**src/rtl/censor_pkg.sv**
```systemverilog
// Shared constants and types for the text-censor pipeline: word geometry,
// FSM states and the ASCII letter ranges.
package censor_pkg;
  localparam int MAX_WORD_BYTES = 32;
  localparam int WORD_BITS      = 8 * MAX_WORD_BYTES;
  localparam int LEN_BITS       = 6;

  localparam logic [LEN_BITS-1:0] MAX_LEN = LEN_BITS'(MAX_WORD_BYTES);

  localparam logic [7:0] ASCII_UPPER_A = 8'h41;
  localparam logic [7:0] ASCII_UPPER_Z = 8'h5A;
  localparam logic [7:0] ASCII_LOWER_A = 8'h61;
  localparam logic [7:0] ASCII_LOWER_Z = 8'h7A;
  localparam logic [7:0] ASCII_CASE_BIT = 8'h20;

  typedef enum logic {
    COLLECT = 1'b0,
    EMIT    = 1'b1
  } state_e;
endpackage

```
**src/rtl/word_assembler_if.sv**
```systemverilog
// Byte-stream input and packed-word output handshake of the word assembler.
interface word_assembler_if;
  import censor_pkg::*;

  logic                  byte_valid;
  logic [7:0]            byte_in;
  logic                  byte_last;
  logic                  byte_ready;
  logic [WORD_BITS:1]    word;
  logic [LEN_BITS-1:0]   word_len;
  logic                  word_truncated;
  logic                  word_valid;
  logic                  word_taken;

  modport master (
    output byte_valid, byte_in, byte_last, word_taken,
    input  byte_ready, word, word_len, word_truncated, word_valid
  );

  modport slave (
    input  byte_valid, byte_in, byte_last, word_taken,
    output byte_ready, word, word_len, word_truncated, word_valid
  );
endinterface

```
**src/rtl/char_normalizer.sv**
```systemverilog
// Classifies a byte as an ASCII letter and folds uppercase to lowercase.
module char_normalizer
  import censor_pkg::*;
(
  input  logic [7:0] byte_i,
  output logic       is_letter_o,
  output logic [7:0] lower_o
);
  logic is_upper;
  logic is_lower;

  assign is_upper    = (byte_i >= ASCII_UPPER_A) && (byte_i <= ASCII_UPPER_Z);
  assign is_lower    = (byte_i >= ASCII_LOWER_A) && (byte_i <= ASCII_LOWER_Z);
  assign is_letter_o = is_upper || is_lower;
  assign lower_o     = is_upper ? (byte_i | ASCII_CASE_BIT) : byte_i;
endmodule

```
**src/rtl/word_assembler.sv**
```systemverilog
// Packs letters of a byte stream into zero-padded lowercase words, one per
// token, and holds each word until the downstream hash stage takes it.
module word_assembler
  import censor_pkg::*;
(
  input  logic              clk_i,
  input  logic              rst_i,
  word_assembler_if.slave   bus
);
  state_e              state_q;
  logic [WORD_BITS:1]  word_q;
  logic [LEN_BITS-1:0] cnt_q;
  logic                trunc_q;
  logic                valid_q;

  logic                is_letter;
  logic [7:0]          lower;

  char_normalizer u_norm (
    .byte_i      (bus.byte_in),
    .is_letter_o (is_letter),
    .lower_o     (lower)
  );

  always_ff @(posedge clk_i) begin
    if (rst_i) begin
      state_q <= COLLECT;
      word_q  <= '0;
      cnt_q   <= '0;
      trunc_q <= 1'b0;
      valid_q <= 1'b0;
    end else begin
      case (state_q)
        COLLECT: begin
          if (bus.byte_valid) begin
            if (is_letter) begin
              if (cnt_q < MAX_LEN) begin
                for (int k = 0; k < MAX_WORD_BYTES; k++) begin
                  if (cnt_q == LEN_BITS'(k)) word_q[8*k+1 +: 8] <= lower;
                end
                cnt_q <= cnt_q + 1'b1;
              end else begin
                trunc_q <= 1'b1;
              end
              // a letter always leaves count > 0, so a final letter closes the token
              if (bus.byte_last) begin
                state_q <= EMIT;
                valid_q <= 1'b1;
              end
            end else if (cnt_q != '0) begin
              state_q <= EMIT;
              valid_q <= 1'b1;
            end
          end
        end
        EMIT: begin
          if (bus.word_taken) begin
            state_q <= COLLECT;
            valid_q <= 1'b0;
            word_q  <= '0;
            cnt_q   <= '0;
            trunc_q <= 1'b0;
          end
        end
        default: state_q <= COLLECT;
      endcase
    end
  end

  assign bus.byte_ready     = (state_q == COLLECT);
  assign bus.word_valid     = valid_q;
  assign bus.word           = word_q;
  assign bus.word_len       = cnt_q;
  assign bus.word_truncated = trunc_q;
endmodule

```
**src/flat_wrapper.sv**
```systemverilog
// flat-port wrapper written by rule: the top's interface ports become plain ports
module word_assembler_flat import censor_pkg::*;
  (clk_i, rst_i, bus_byte_valid, bus_byte_in, bus_byte_last, bus_word_taken, bus_byte_ready, bus_word, bus_word_len, bus_word_truncated, bus_word_valid);
  word_assembler_if bus_i ();
  input  logic clk_i;
  input  logic rst_i;
  input wire logic [$bits(bus_i.byte_valid)-1:0] bus_byte_valid;
  input wire logic [$bits(bus_i.byte_in)-1:0] bus_byte_in;
  input wire logic [$bits(bus_i.byte_last)-1:0] bus_byte_last;
  input wire logic [$bits(bus_i.word_taken)-1:0] bus_word_taken;
  output wire logic [$bits(bus_i.byte_ready)-1:0] bus_byte_ready;
  output wire logic [$bits(bus_i.word)-1:0] bus_word;
  output wire logic [$bits(bus_i.word_len)-1:0] bus_word_len;
  output wire logic [$bits(bus_i.word_truncated)-1:0] bus_word_truncated;
  output wire logic [$bits(bus_i.word_valid)-1:0] bus_word_valid;
  assign bus_i.byte_valid = bus_byte_valid;
  assign bus_i.byte_in = bus_byte_in;
  assign bus_i.byte_last = bus_byte_last;
  assign bus_i.word_taken = bus_word_taken;
  assign bus_byte_ready = bus_i.byte_ready;
  assign bus_word = bus_i.word;
  assign bus_word_len = bus_i.word_len;
  assign bus_word_truncated = bus_i.word_truncated;
  assign bus_word_valid = bus_i.word_valid;
  word_assembler u_core (.clk_i(clk_i), .rst_i(rst_i), .bus(bus_i));
endmodule
```
**config.mk**
```make
export PLATFORM = sky130hd
export DESIGN_NAME = word_assembler_flat
export DESIGN_NICKNAME = d
export VERILOG_FILES = /design/src/rtl/censor_pkg.sv /design/src/rtl/word_assembler_if.sv /design/src/rtl/char_normalizer.sv /design/src/rtl/word_assembler.sv /design/src/flat_wrapper.sv
export SDC_FILE = /design/constraint.sdc
export NUM_CORES = 1
export LEC_CHECK = 0
export BUFFER_PORTS_ARGS = -buffer_cell sky130_fd_sc_hd__buf_2
export CAP_MARGIN = 25
export CORE_ASPECT_RATIO = 1.25
export CORE_UTILIZATION = 58
export CTS_BUF_LIST = sky130_fd_sc_hd__clkbuf_2
export DETAILED_ROUTE_END_ITERATION = 12
export PLACE_DENSITY = 0.87
export SETUP_SLACK_MARGIN = 0.2
export SLEW_MARGIN = 20
export SYNTH_ARGS = -nofsm -noshare
export SYNTH_HDL_FRONTEND = slang
export SYNTH_HIERARCHICAL = 1
export SYNTH_SLANG_ARGS = --single-unit
```
**constraint.sdc**
```tcl
create_clock -name clk_i -period 6.75 [get_ports clk_i]
set_input_delay 1.6875 -clock clk_i [delete_from_list [all_inputs] [get_ports clk_i]]
set_output_delay 1.6875 -clock clk_i [all_outputs]
set_load 0.005 [all_outputs]
```
==> qor.yml, run 1 <==
status: "finished, final reports clean"
r2r_slack_ps: 4440
fmax_mhz: 266
grt_max_degree: 141
htree_num_levels: 2
netlist_instances: 963
critPathRequiredTime_ps: 7430
crit_type: "input port to flip-flop"
vias: 7920
antenna_found_initial: 1
num_rows: 53
max-slew-margin-rel_pct: 34.0
design.core.area_um2: 16800
setup_ws_ps: 2980
area_growth_pct: 19.3
crit_fanout: 8
tritoncts: "done"
avgSynthCellArea_um2: 10.4
synth_common_cells: "nand2_1 (274), dfxtp_1 (265), mux2i_1 (256)"
grt-ovfl-total: 0
peakVddDrop_mv: 0.143
wl_per_cell_um: 17.9
yosysUniqueCellTypes: 37
cts_max_path_buffers: 3
drv_cap: 0
cellPowerDensity_nw_per_um2: 219
async_reset_ff_share_pct: 0
endpoint: "u_core/bus.word[226]"
tightestPinTransition_ps: 976
fin_crit_sh_pct: 55.8
holdBufCountCts: 0
synthMostInstantiatedCell: "nand2_1"
dieWidth_um: 119
crit_arrival_ps: 4450
reg2reg_to: "u_core/bus.word[165]"
start_util_pct: 59.2
io_pins: 278
synth_top_cell_by_area: "dfxtp_1"
ys_warn_count: 6
die-area_um2: 17700
startpoint: "bus_byte_in[0]"
die_h_um: 149
grt_pass1_vias: 7749
post-cts-setup-buffer-count: 0
setup.worst_path.start_class: "input port"
setup_viol: 0
cts.root.buffer_cell: "clkbuf_2"
yosys-top-cells-area: "dfxtp_1 (53%), mux2i_1 (26%), nand2_1 (10%)"
synth-seq-area-share_pct: 53.2
timing.rr.start: "u_core/bus.word_len[2]"
syn-cell-area_um2: 9970
slew_viol_final: 0
cts.clk_slew.worst_paths_ps: 110
dp_hpwl_mm: 17.5
hold_violations: 0
drtIter0Drc: 434
place_ws_ps: 2260
synth_nets: 980
leakage_nw: 6.83
ys.flop_type: "dfxtp_1"
cts-resized-gates: 0
gr-usage-all-layers_pct: 29.5
period_minus_slack_ps: 3770
route.detailed.drc: 0
grt_first_pass_wirelength_mm: 41.0
nets: 1251
setup_tns_ps: 0
hold_class: "flip-flop to flip-flop"
r2r_cells: 3
clock_sinks: 265
clk_latency_ps: 800
gp_congestion: 0.826
cp-end-kind: "flip-flop"
synth_seq_cells: 265
synth_edf_count: 0
viasPerCell: 5.30
cts_made_buffers: 57
drt-pass1-iter-count: 5
skew_ps: 42.8
port_buffers: 277
rsz0062_at_grt: "no"
ant_nets: 0
totalWireLength_mm: 26.7
drive_above_1_share_pct: 32.8
synth_top_area_share_pct: 53.2
flip-flops by register name, indices dropped and copies added (netlist names):
name,flops
u_core/bus.word_len,6
u_core/bus.word_valid,1
u_core/bus.word,256
u_core/state_q,1
u_core/bus.word_truncated,1
cell usage in the layout (no fill, tap or decap), types with 2 or more instances in the layout:
cell type,count
a21o_1,2
clkinv_1,6
ha_1,4
clkbuf_2,89
inv_2,2
nor4b_2,2
nor2_1,3
nor2b_1,3
and4b_1,5
buf_2,277
a2111o_1,3
a21oi_1,7
mux2i_1,256
dfxtp_1,265
inv_1,7
o2111ai_1,2
nand2_2,24
and4bb_2,4
buf_4,10
nand3_1,4
o21bai_1,2
nand2_1,274
nand2b_1,3
kinds of logic after synthesis:
group	Yosys count	synth area share (%)
fa+ha+maj	4	0.502
mux	256	25.7
buf+inv	84	3.95
compound gates	23	1.74
flops	265	53.2
simple gates	331	14.9
through the flow:
stage	power (mW)	instances	hold slack [ps]	instance area, um^2	util (%)
global placement	1.71	1393	435	11400	67.6
global route	2.71	1494	476	11900	70.7
CTS	2.61	1492	458	11900	70.5
detailed placement	1.71	1394	435	11400	67.6
finish	2.60	1494	457	11900	70.7
floorplan	1.67	963	442	9970	-
cell type report:
| type | instances | area, um^2 |
|---|---|---|
| clock inverter | 9 | 35.0 |
| fill | 1290 | 4940 |
| multi-input combinational | 614 | 4300 |
| inverter | 7 | 26.3 |
| tap | 220 | 275 |
| antenna | 1 | 2.50 |
| timing repair buffer | 289 | 1510 |
| sequential | 265 | 5310 |
| clock buffer | 89 | 445 |
power breakdown:
| group | switching (mW) | total [mW] | internal, mW |
|---|---|---|---|
| registers | 0.00243 | 1.57 | 1.57 |
| clock network | 0.581 | 0.924 | 0.343 |
| logic | 0.0869 | 0.111 | 0.0241 |
worst max-delay path, stage by stage:
cell and delay, ps:
buf_2 120, and4b_1 240, o21bai_1 80, a211oi_1 690, and4b_1 580, nor4bb_2 590
buf_4 270, mux2i_1 190
per-layer routing:
metal / track usage (%) / up-vias / part of all wire [%] / routed length, um
li1: - / 3767 / - / -
met2: 49.7 / 305 / 49 / 13100
met3: 8.55 / 56 / 7.3 / 1950
met1: 35.1 / 3792 / 41 / 10900
met4: 12.8 / 0 / 3.1 / 828
met5: 0 / - / 0 / 0
how the worst min path moves through the flow:
stage | cells past startpoint | from | to | slack, ps
2_1_floorplan | 2 | u_core/bus.word_valid | u_core/bus.word_valid | 440
3_3_place_gp | 2 | u_core/bus.word_valid | u_core/bus.word_valid | 430
3_5_place_dp | 2 | u_core/bus.word_valid | u_core/bus.word_valid | 430
4_1_cts | 2 | u_core/bus.word_valid | u_core/bus.word_valid | 460
5_1_grt | 2 | u_core/bus.word[168] | u_core/bus.word[168] | 480
6_report | 2 | u_core/bus.word_valid | u_core/bus.word_valid | 460
Power figures use the tool's default switching activity.
==> inputs of run 2 (changes only) <==
--- a/config.mk
+++ b/config.mk
@@ -8,10 +8,10 @@
 export BUFFER_PORTS_ARGS = -buffer_cell sky130_fd_sc_hd__buf_2
 export CAP_MARGIN = 25
 export CORE_ASPECT_RATIO = 1.25
-export CORE_UTILIZATION = 58
+export CORE_UTILIZATION = 49
 export CTS_BUF_LIST = sky130_fd_sc_hd__clkbuf_2
 export DETAILED_ROUTE_END_ITERATION = 12
-export PLACE_DENSITY = 0.87
+export PLACE_DENSITY = 0.79
 export SETUP_SLACK_MARGIN = 0.2
 export SLEW_MARGIN = 20
 export SYNTH_ARGS = -nofsm -noshare
==> constraint.sdc (replaced) <==
create_clock -name clk_i -period 3.34 [get_ports clk_i]
set_input_delay 0.835 -clock clk_i [delete_from_list [all_inputs] [get_ports clk_i]]
set_output_delay 0.835 -clock clk_i [all_outputs]
set_load 0.005 [all_outputs]
==> run 2 against run 1 <==
  * Highest routed layer unchanged
  * Largest power group unchanged
  * Non-clock buffer count increased by 13
  * Clock-buffer cell count fell by 6
  * Cell count grew 4.7%
  * Cell area is 2.0% higher
  * Critical path depth shrank 7
  * Via count shrank 0.32%
  * Hold slack worse by 190 ps
  * Global-route usage fell by 3.2 points
  * Critical path type is now flip-flop to output port
  * Core utilization fell by 10 points
  * Total power is 110% higher
==> qor.yml, run 2 (synthesized netlist as in run 1, its figures left out) <==
wl_per_cell_um: 17.9  # about the same
crit_fanout: 15  # was 8
reg2reg_to: "u_core/bus.word[227]"  # was u_core/bus.word[165]
drv_cap: 0  # unchanged
cts-resized-gates: 0  # unchanged
cpPeakStageDelay_ps: 820  # was 690 ps
hold_class: "input port to flip-flop"  # was flip-flop to flip-flop
setup.worst_path.start_class: "flip-flop"  # was input port
critPathRequiredTime_ps: 2500  # was 7430 ps
fin_crit_sh_pct: 81.7
leakage_nw: 6.92  # was 6.83 nW
grt_max_degree: 130  # was 141
drt-pass1-iter-count: 6  # was 5
setup_viol: 0  # unchanged
setup_ws_ps: 611  # was 2980 ps
dieWidth_um: 130  # was 119 um
clk_latency_ps: 830  # was 800 ps
layout_common_cells: "buf_2 (277), nand2_1 (273), dfxtp_1 (265)"  # was buf_2 (277), nand2_1 (274), dfxtp_1 (265)
die-area_um2: 20900  # was 17700 um^2
ant_nets: 0  # unchanged
hold_slack_ps: 269  # was 457 ps
cts.clk_slew.worst_paths_ps: 120  # was 110 ps
drive_above_1_share_pct: 33.3  # was 32.8%
gr-usage-all-layers_pct: 26.3  # was 29.5%
fmax_mhz: 366
layout_commonest_cell: "buf_2"  # unchanged
slowest_stage: "dfxtp_1"  # was a211oi_1
cp_cell_sequence: "buf_2"  # was buf_2 > and4b_1 > o21bai_1 > a211oi_1 > and4b_1 > nor4bb_2 > buf_4 > mux2i_1
holdBufCountCts: 0  # unchanged
final_cell_count_no_fill: 1564  # was 1494
utilization_pct: 60.6  # was 70.7%
r2r_cells: 6  # was 3
skew_ps: 53.6  # was 42.8 ps
htree_num_levels: 2  # unchanged
crit_type: "flip-flop to output port"  # was input port to flip-flop
nets: 1267  # was 1251
gp_congestion: 0.851  # was 0.826
totalWireLength_mm: 27.9  # was 26.7 mm
io_pins: 278  # unchanged
drtIter0Drc: 350  # was 434
max-slew-margin-rel_pct: 51.3  # was 34.0%
place_inst: 1458  # was 1394
power.clock.fraction_pct: 36.6  # was 35.5%
timing.rr.start: "u_core/bus.word_len[0]"  # was u_core/bus.word_len[2]
cts_made_buffers: 60  # was 57
post-cts-setup-buffer-count: 0  # unchanged
cp-end-kind: "output port"  # was flip-flop
pwr-share-seq_pct: 59.0  # was 60.2%
grt_first_pass_wirelength_mm: 42.1  # was 41.0 mm
cts_max_path_buffers: 3  # unchanged
place_ws_ps: 305  # was 2260 ps
netSwitchingFraction_pct: 26.1  # was 25.8%
worstHoldStart: "rst_i"  # was u_core/bus.word_valid
status: "finished, final reports clean"  # unchanged
critical-path-top-delay-family: "flip-flops"  # was simple AND/OR/NAND/NOR gates
grt-ovfl-total: 0  # unchanged
cellPowerDensity_nw_per_um2: 443  # was 219 nW/um^2
rsz0062_at_grt: "no"  # unchanged
switchingPower_mw: 1.40  # was 0.670 mW
grt_pass1_vias: 7755  # was 7749
vias: 7895  # was 7920
tritoncts: "done"  # unchanged
holdPathStages: 2  # unchanged
power_frac_comb_pct: 4.5  # was 4.3%
hold_violations: 0  # unchanged
design.core.area_um2: 20000  # was 16800 um^2
slew_viol_final: 0  # unchanged
dp_hpwl_mm: 19.0  # was 17.5 mm
placed_cell_area_um2: 11600  # was 11400 um^2
start_util_pct: 49.8  # was 59.2%
p_int_mw: 3.97  # was 1.93 mW
holdPathEnd: "u_core/bus.word_len[1]"  # was u_core/bus.word_valid
crit_buf_inv: 1  # was 2
antenna_found_initial: 2  # was 1
setup_tns_ps: 0  # unchanged
die_h_um: 162  # was 149 um
viasPerCell: 5.05  # was 5.30
cts.root.buffer_cell: "clkbuf_2"  # unchanged
total_power_mw: 5.37  # was 2.60 mW
tightestPinTransition_ps: 730  # was 976 ps
clock_sinks: 265  # unchanged
num_rows: 58  # was 53
port_buffers: 277  # unchanged
postLayoutCellArea_um2: 12100  # was 11900 um^2
r2r_slack_ps: 1390  # was 4440 ps
peakVddDrop_mv: 0.390  # was 0.143 mV
area_growth_pct: 21.7  # was 19.3%
route.detailed.drc: 0  # unchanged
period_minus_slack_ps: 2730
largest_register_ffs: 256  # unchanged
crit_arrival_ps: 1890  # was 4450 ps
-- run 2: routing by layer --
| layer | up-vias | GRT usage, % | share of wire (%) |
|---|---|---|---|
| met3 | 59 | 6.49 | 6.3 |
| met4 | 0 | 12.9 | 3.8 |
| li1 | 3794 | - | - |
| met2 | 289 | 43.9 | 48 |
| met1 | 3753 | 31.4 | 42 |
| met5 | - | 0 | 0 |
-- run 2: area by class of cell --
cell class | count | area, um^2
Multi-Input combinational cell | 614 | 4310
Timing Repair Buffer | 302 | 1640
Inverter | 7 | 26.3
Tap cell | 270 | 338
Sequential cell | 265 | 5310
Clock buffer | 83 | 415
Fill cell | 1755 | 7890
Clock inverter | 21 | 110
Antenna cell | 2 | 5.00
-- run 2: how the worst max path moves through the flow --
stage / end / from / cells after the start / slack (ps)
final: bus_word_len[5] / u_core/bus.word_len[5] / 1 / 610
after global routing: bus_word_len[5] / u_core/bus.word_len[5] / 1 / 500
after CTS: bus_word_len[5] / u_core/bus.word_len[5] / 1 / 540
after detailed placement: u_core/bus.word[254] / bus_byte_in[0] / 9 / 310
after global placement: u_core/bus.word[249] / bus_byte_in[0] / 9 / 350
after floorplan: u_core/bus.word[249] / bus_byte_in[0] / 8 / 630
-- run 2: power groups by stage --
stage / sequential (mW) / clock, mW / combinational [mW]
floorplan: 3.24 / 0 / 0.144
global placement: 3.24 / 0 / 0.238
detailed placement: 3.24 / 0 / 0.239
CTS: 3.17 / 2.02 / 0.239
global route: 3.17 / 2.18 / 0.254
finish: 3.17 / 1.97 / 0.240
